### src/rtl/reset_sequencer.sv
// Staggered multi-domain reset sequencer: stretch all domain resets, then release them low-bit first.
// Optional watchdog (wdt_kick/wdt_bite) is built only when RESET_SEQ_WDT_EN is defined.
module reset_sequencer #(
    parameter int NUM_DOMAINS = 4,
    parameter int STRETCH     = 16,
    parameter int STAGGER     = 4,
    parameter int CNT_W       = 8,
    parameter int WDT_CYCLES  = 200
) (
    input  logic                   clk,
    input  logic                   rst,
    input  logic                   soft_req,
`ifdef RESET_SEQ_WDT_EN
    input  logic                   wdt_kick,
    output logic                   wdt_bite,
`endif
    output logic [NUM_DOMAINS-1:0] domain_rst,
    output logic                   ready,
    output logic [1:0]             seq_state
);

    typedef enum logic [1:0] {
        ST_HOLD    = 2'b00,
        ST_STRETCH = 2'b01,
        ST_RELEASE = 2'b10,
        ST_RUN     = 2'b11
    } state_e;

    localparam int MAX_CNT = (STRETCH > STAGGER) ?
                             ((STRETCH > WDT_CYCLES) ? STRETCH : WDT_CYCLES) :
                             ((STAGGER > WDT_CYCLES) ? STAGGER : WDT_CYCLES);

    localparam logic [CNT_W-1:0] CNT_ONE      = CNT_W'(1);
    localparam logic [CNT_W-1:0] CNT_MAX      = '1;
    localparam logic [CNT_W-1:0] STRETCH_LAST = CNT_W'(STRETCH);
    localparam logic [CNT_W-1:0] STAGGER_LAST = CNT_W'(STAGGER - 1);

    generate
        if (NUM_DOMAINS < 1 || STRETCH < 1 || STAGGER < 0 || (MAX_CNT >> CNT_W) != 0) begin : g_bad_cfg
            $error("reset_sequencer: invalid parameter set");
        end
    endgenerate

    function automatic logic [CNT_W-1:0] sat_inc(input logic [CNT_W-1:0] v);
        return (v == CNT_MAX) ? v : v + CNT_ONE;
    endfunction

    state_e                 state_q, state_d;
    logic [CNT_W-1:0]       cnt_q, cnt_d;
    logic [CNT_W-1:0]       stg_q, stg_d;
    logic [NUM_DOMAINS-1:0] dom_q, dom_d;
    logic                   ready_q, ready_d;
    logic [NUM_DOMAINS-1:0] dom_shift;
    logic                   wdt_fire;

    always_ff @(posedge clk) begin
        if (!rst) begin
            state_q <= ST_HOLD;
            cnt_q   <= '0;
            stg_q   <= '0;
            dom_q   <= '1;
            ready_q <= 1'b0;
        end else begin
            state_q <= state_d;
            cnt_q   <= cnt_d;
            stg_q   <= stg_d;
            dom_q   <= dom_d;
            ready_q <= ready_d;
        end
    end

    always_comb begin
        state_d   = state_q;
        cnt_d     = cnt_q;
        stg_d     = stg_q;
        dom_d     = dom_q;
        ready_d   = ready_q;
        // Thermometer release: one more low bit drops to 0 per step.
        dom_shift = dom_q << 1;

        if (state_q != ST_HOLD && (soft_req || wdt_fire)) begin
            state_d = ST_STRETCH;
            cnt_d   = CNT_ONE;
            stg_d   = '0;
            dom_d   = '1;
            ready_d = 1'b0;
        end else begin
            case (state_q)
                ST_HOLD: begin
                    state_d = ST_STRETCH;
                    cnt_d   = CNT_ONE;
                end
                ST_STRETCH: begin
                    if (cnt_q >= STRETCH_LAST) begin
                        cnt_d = '0;
                        stg_d = '0;
                        if (STAGGER == 0 || NUM_DOMAINS == 1) begin
                            dom_d   = '0;
                            ready_d = 1'b1;
                            state_d = ST_RUN;
                        end else begin
                            dom_d   = dom_shift;
                            state_d = ST_RELEASE;
                        end
                    end else begin
                        cnt_d = sat_inc(cnt_q);
                    end
                end
                ST_RELEASE: begin
                    if (stg_q >= STAGGER_LAST) begin
                        stg_d = '0;
                        dom_d = dom_shift;
                        if (dom_shift == '0) begin
                            ready_d = 1'b1;
                            state_d = ST_RUN;
                        end
                    end else begin
                        stg_d = sat_inc(stg_q);
                    end
                end
                ST_RUN: begin
                    state_d = ST_RUN;
                end
                default: begin
                    state_d = ST_HOLD;
                end
            endcase
        end
    end

`ifdef RESET_SEQ_WDT_EN
    localparam logic [CNT_W-1:0] WDT_LAST = CNT_W'(WDT_CYCLES - 1);

    logic [CNT_W-1:0] wdt_q, wdt_d;
    logic             bite_q;

    // Counter is held at zero outside RUN, so entry to RUN always starts a fresh timeout.
    always_comb begin
        wdt_d    = '0;
        wdt_fire = 1'b0;
        if (state_q == ST_RUN && !wdt_kick) begin
            if (wdt_q >= WDT_LAST) begin
                wdt_fire = 1'b1;
            end else begin
                wdt_d = sat_inc(wdt_q);
            end
        end
    end

    always_ff @(posedge clk) begin
        if (!rst) begin
            wdt_q  <= '0;
            bite_q <= 1'b0;
        end else begin
            wdt_q  <= wdt_d;
            bite_q <= wdt_fire;
        end
    end

    assign wdt_bite = bite_q;
`else
    assign wdt_fire = 1'b0;
`endif

    assign domain_rst = dom_q;
    assign ready      = ready_q;
    assign seq_state  = state_q;

endmodule

### config.mk
export PLATFORM = sky130hd
export DESIGN_NAME = reset_sequencer
export DESIGN_NICKNAME = d
export VERILOG_FILES = /design/src/rtl/reset_sequencer.sv
export SDC_FILE = /design/constraint.sdc
export NUM_CORES = 1
export LEC_CHECK = 0
export CORE_MARGIN = 5
export CORE_UTILIZATION = 25
export DETAILED_ROUTE_END_ITERATION = 8
export HOLD_SLACK_MARGIN = 0.05
export PLACE_DENSITY = 0.47
export SLEW_MARGIN = 20
export SYNTH_ARGS = -nofsm -noshare
export SYNTH_HDL_FRONTEND = slang
export SYNTH_SLANG_ARGS = --single-unit
### constraint.sdc
create_clock -name clk -period 1.85 [get_ports clk]
set_input_delay 0.37 -clock clk [delete_from_list [all_inputs] [get_ports clk]]
set_output_delay 0.37 -clock clk [all_outputs]
set_load 0.01 [all_outputs]
==> impl_metrics.py <==
metrics = {
    "layout": {
        "stdcell_count": 172,
        "syn_to_final_growth_pct": 17.7,
        "n_fill_cell": 416,
        "fin_nets": 129,
        "drive_above_1_share_pct": 12.3,
        "diodes": 0,
    },
    "floorplanning": {
        "die_x_um": 74.3,
        "start_util_pct": 25.8,
        "core_um2": 4000,
        "top_level_ports": 10,
        "die_area_um2": 5520,
        "die_h_um": 74.3,
        "rows": 23,
    },
    "worst_setup_path": {
        "r2r_cells": 5,
        "max_stage_delay_ns": 0.60,
        "setup.worst_path.class": "flip-flop to output pin",
        "r2r-start": "stg_q[0]",
        "cp.arrival_ns": 1.37,
        "endpoint_kind": "output pin",
        "worst_ep_required_time_ns": 1.48,
        "startpoint": "seq_state[0]",
        "crit_slowest_cell": "clkdlybuf4s50_1",
        "path_buf_inv": 1,
        "critPathLaunchType": "flip-flop",
        "r2r_end": "domain_rst[2]",
        "critical_path.top_delay_family": "buffers and inverters",
        "rrSetupSlack_ns": 0.23,
        "crit_chain": "clkdlybuf4s50_1",
        "path_max_fanout": 8,
    },
    "run": {
        "drv_cap": 0,
    },
    "place": {
        "port_buffers": 9,
        "place_hpwl_mm": 1.62,
        "dp_slack_ns": 0.160,
        "gp_congestion": 0.777,
        "numPlacedInstances": 168,
    },
    "pwr": {
        "power_uw": 854,
        "peakVddDrop_mv": 0.257,
        "power.density_nw_per_um2": 702,
        "power_leakage_uw": 0.000462,
    },
    "timing": {
        "clock_skew_ns": 0.00644,
        "tightest_slew_ns": 0.473,
        "slew_violations": 0,
        "period_minus_slack_ns": 1.74,
        "hold_viol": 0,
        "finalSetupTns_ns": 0,
        "worst_slack_ns": 0.109,
        "rsz0062_at_grt": "no",
        "clock.fmax_ghz": 0.574,
        "max-slew-margin-rel_pct": 68.1,
        "setup_viol_count_final": 0,
        "min_period_over_period_pct": 94.1,
    },
    "clocking": {
        "clock_latency_ns": 0.26,
        "clkSinkCount": 23,
        "cts_root_buf": "clkbuf_8",
        "cts-htree-levels": 1,
        "cts_resized": 0,
        "numCtsBuffers": 3,
        "cts_tree": "built",
        "hold_buffers": 0,
        "path_clk_slew_ns": 0.08,
        "cts_setup_buffers": 0,
        "cts_max_path_buffers": 2,
    },
    "grt": {
        "grt_pass1_wl_mm": 3.75,
        "grt.met2_usage_pct": 13.5,
        "grt_use_total_pct": 8.74,
        "grt-ovfl-total": 0,
        "grt_pass1_vias": 834,
        "grt_start_max_net_pins": 16,
        "use_met3_pct": 2.43,
        "grt_antenna_before_repair": 0,
        "grt_util_met1_pct": 11.5,
        "grt_busiest_layer": "met2",
    },
    "routing": {
        "ant_nets": 0,
        "drtPass1Iterations": 4,
        "remaining_drc_errors": 0,
        "vias_per_cell": 4.83,
        "routedWlPerCell_um": 12.4,
        "drt_iter0_markers": 10,
        "via_count": 830,
        "routed_wl_mm": 2.14,
    },
    "yosys": {
        "syn_area_per_cell_um2": 9.31,
        "syn_nets": 117,
        "syn_inst": 111,
        "synth_edf_count": 0,
        "ys_ff_latch": 23,
        "synth_flop_cell": "dfxtp_1",
        "synthArstFlopShare_pct": 0,
        "synth_top_area_share_pct": 44.6,
        "ys_seq_area_share_pct": 44.6,
        "yosysMostFrequentCell": "dfxtp_1",
        "ys_warn_count": 0,
        "syn_area_um2": 1030,
        "synth_commonest_cells": "dfxtp_1 (23), a21oi_1 (10), nor2_1 (8)",
        "synth.area.top_cells": "dfxtp_1 (45%), a21oi_1 (4.8%), nor3_2 (3.9%)",
        "post-synth-top-area-cell": "dfxtp_1",
        "yosysUniqueCellTypes": 34,
    },
    "outcome": {
        "run_status": "finished, final reports clean",
    },
    "worst_hold_path": {
        "hold-path-endpoint": "ready",
        "hold_depth": 2,
        "worstHoldPathType": "flip-flop to flip-flop",
        "min_from": "ready",
    },
}
[logic make-up (layout without fill, tap and decap cells)]
logic type | Yosys count | count (layout) | share of synthesized area, %
AND/OR/NAND/NOR | 49 | 49 | 29.1
AO/OA/AOI/OAI | 25 | 25 | 16.0
flip-flops | 23 | 23 | 44.6
buffers and inverters | 9 | 20 | 4.72
adder cells (fa/ha/maj) | 3 | 3 | 3.63
multiplexers | 2 | 2 | 2.06
[stage by stage]
stage	utilization (%)	instance area, µm²	hold WS [ns]
6_report	30.4	1220	0.483
5_1_grt	30.4	1220	0.538
4_1_cts	30.4	1220	0.490
3_3_place_gp	29.3	1170	0.477
3_5_place_dp	29.3	1170	0.472
2_1_floorplan	-	1030	0.459
[layer usage]
layer	part of all wire [%]	vias to the layer above	wire [µm]
li1	-	422	-
met1	50	389	1080
met2	44	15	933
met3	4.4	4	94
met4	1.4	0	31
met5	0	-	0
[state kept, by name, summed over array words and instances, names as in the netlist]
register    count
ready           1
cnt_q           8
stg_q           8
seq_state       2
domain_rst      4
[area by class of cell]
type                            count  area (µm²)  area share [%]
Multi-Input combinational cell     79         524            43.1
Timing Repair Buffer               11         105            8.64
Tap cell                           50        62.6            5.14
Inverter                            5        18.8            1.54
Clock buffer                        4        45.0            3.70
Sequential cell                    23         460            37.9
[power by group]
part | internal (µW) | total, µW | switching [µW] | leakage [µW]
logic | 17.2 | 41.3 | 24.1 | 0.000253
registers | 499 | 506 | 6.55 | 0.000186
clock network | 154 | 306 | 153 | 0.0000228
[how the worst max path moves through the flow]
| stage | end | slack, ns | cells past startpoint |
|---|---|---|---|
| final | seq_state[0] | 0.11 | 1 |
| after global routing | seq_state[0] | 0.03 | 1 |
| after CTS | seq_state[0] | 0.09 | 1 |
| after detailed placement | domain_rst[1] | 0.16 | 5 |
| after global placement | domain_rst[1] | 0.21 | 5 |
| after floorplan | domain_rst[2] | 0.40 | 6 |
[cell usage in the layout (no fill, tap or decap), drive strengths merged, types with 2 or more instances in the layout]
cell type       n
a31oi           2
nor4            3
o21ai           8
nand3           5
and3            5
nor2            9
nand3b          2
clkbuf          4
nor2b           2
a21oi          11
nand4           3
ha              3
nand2           6
clkdlybuf4s50   9
buf             2
nor3            8
and2            2
dfxtp          23
inv             5
Note: power is estimated with default switching activity, not from simulation.
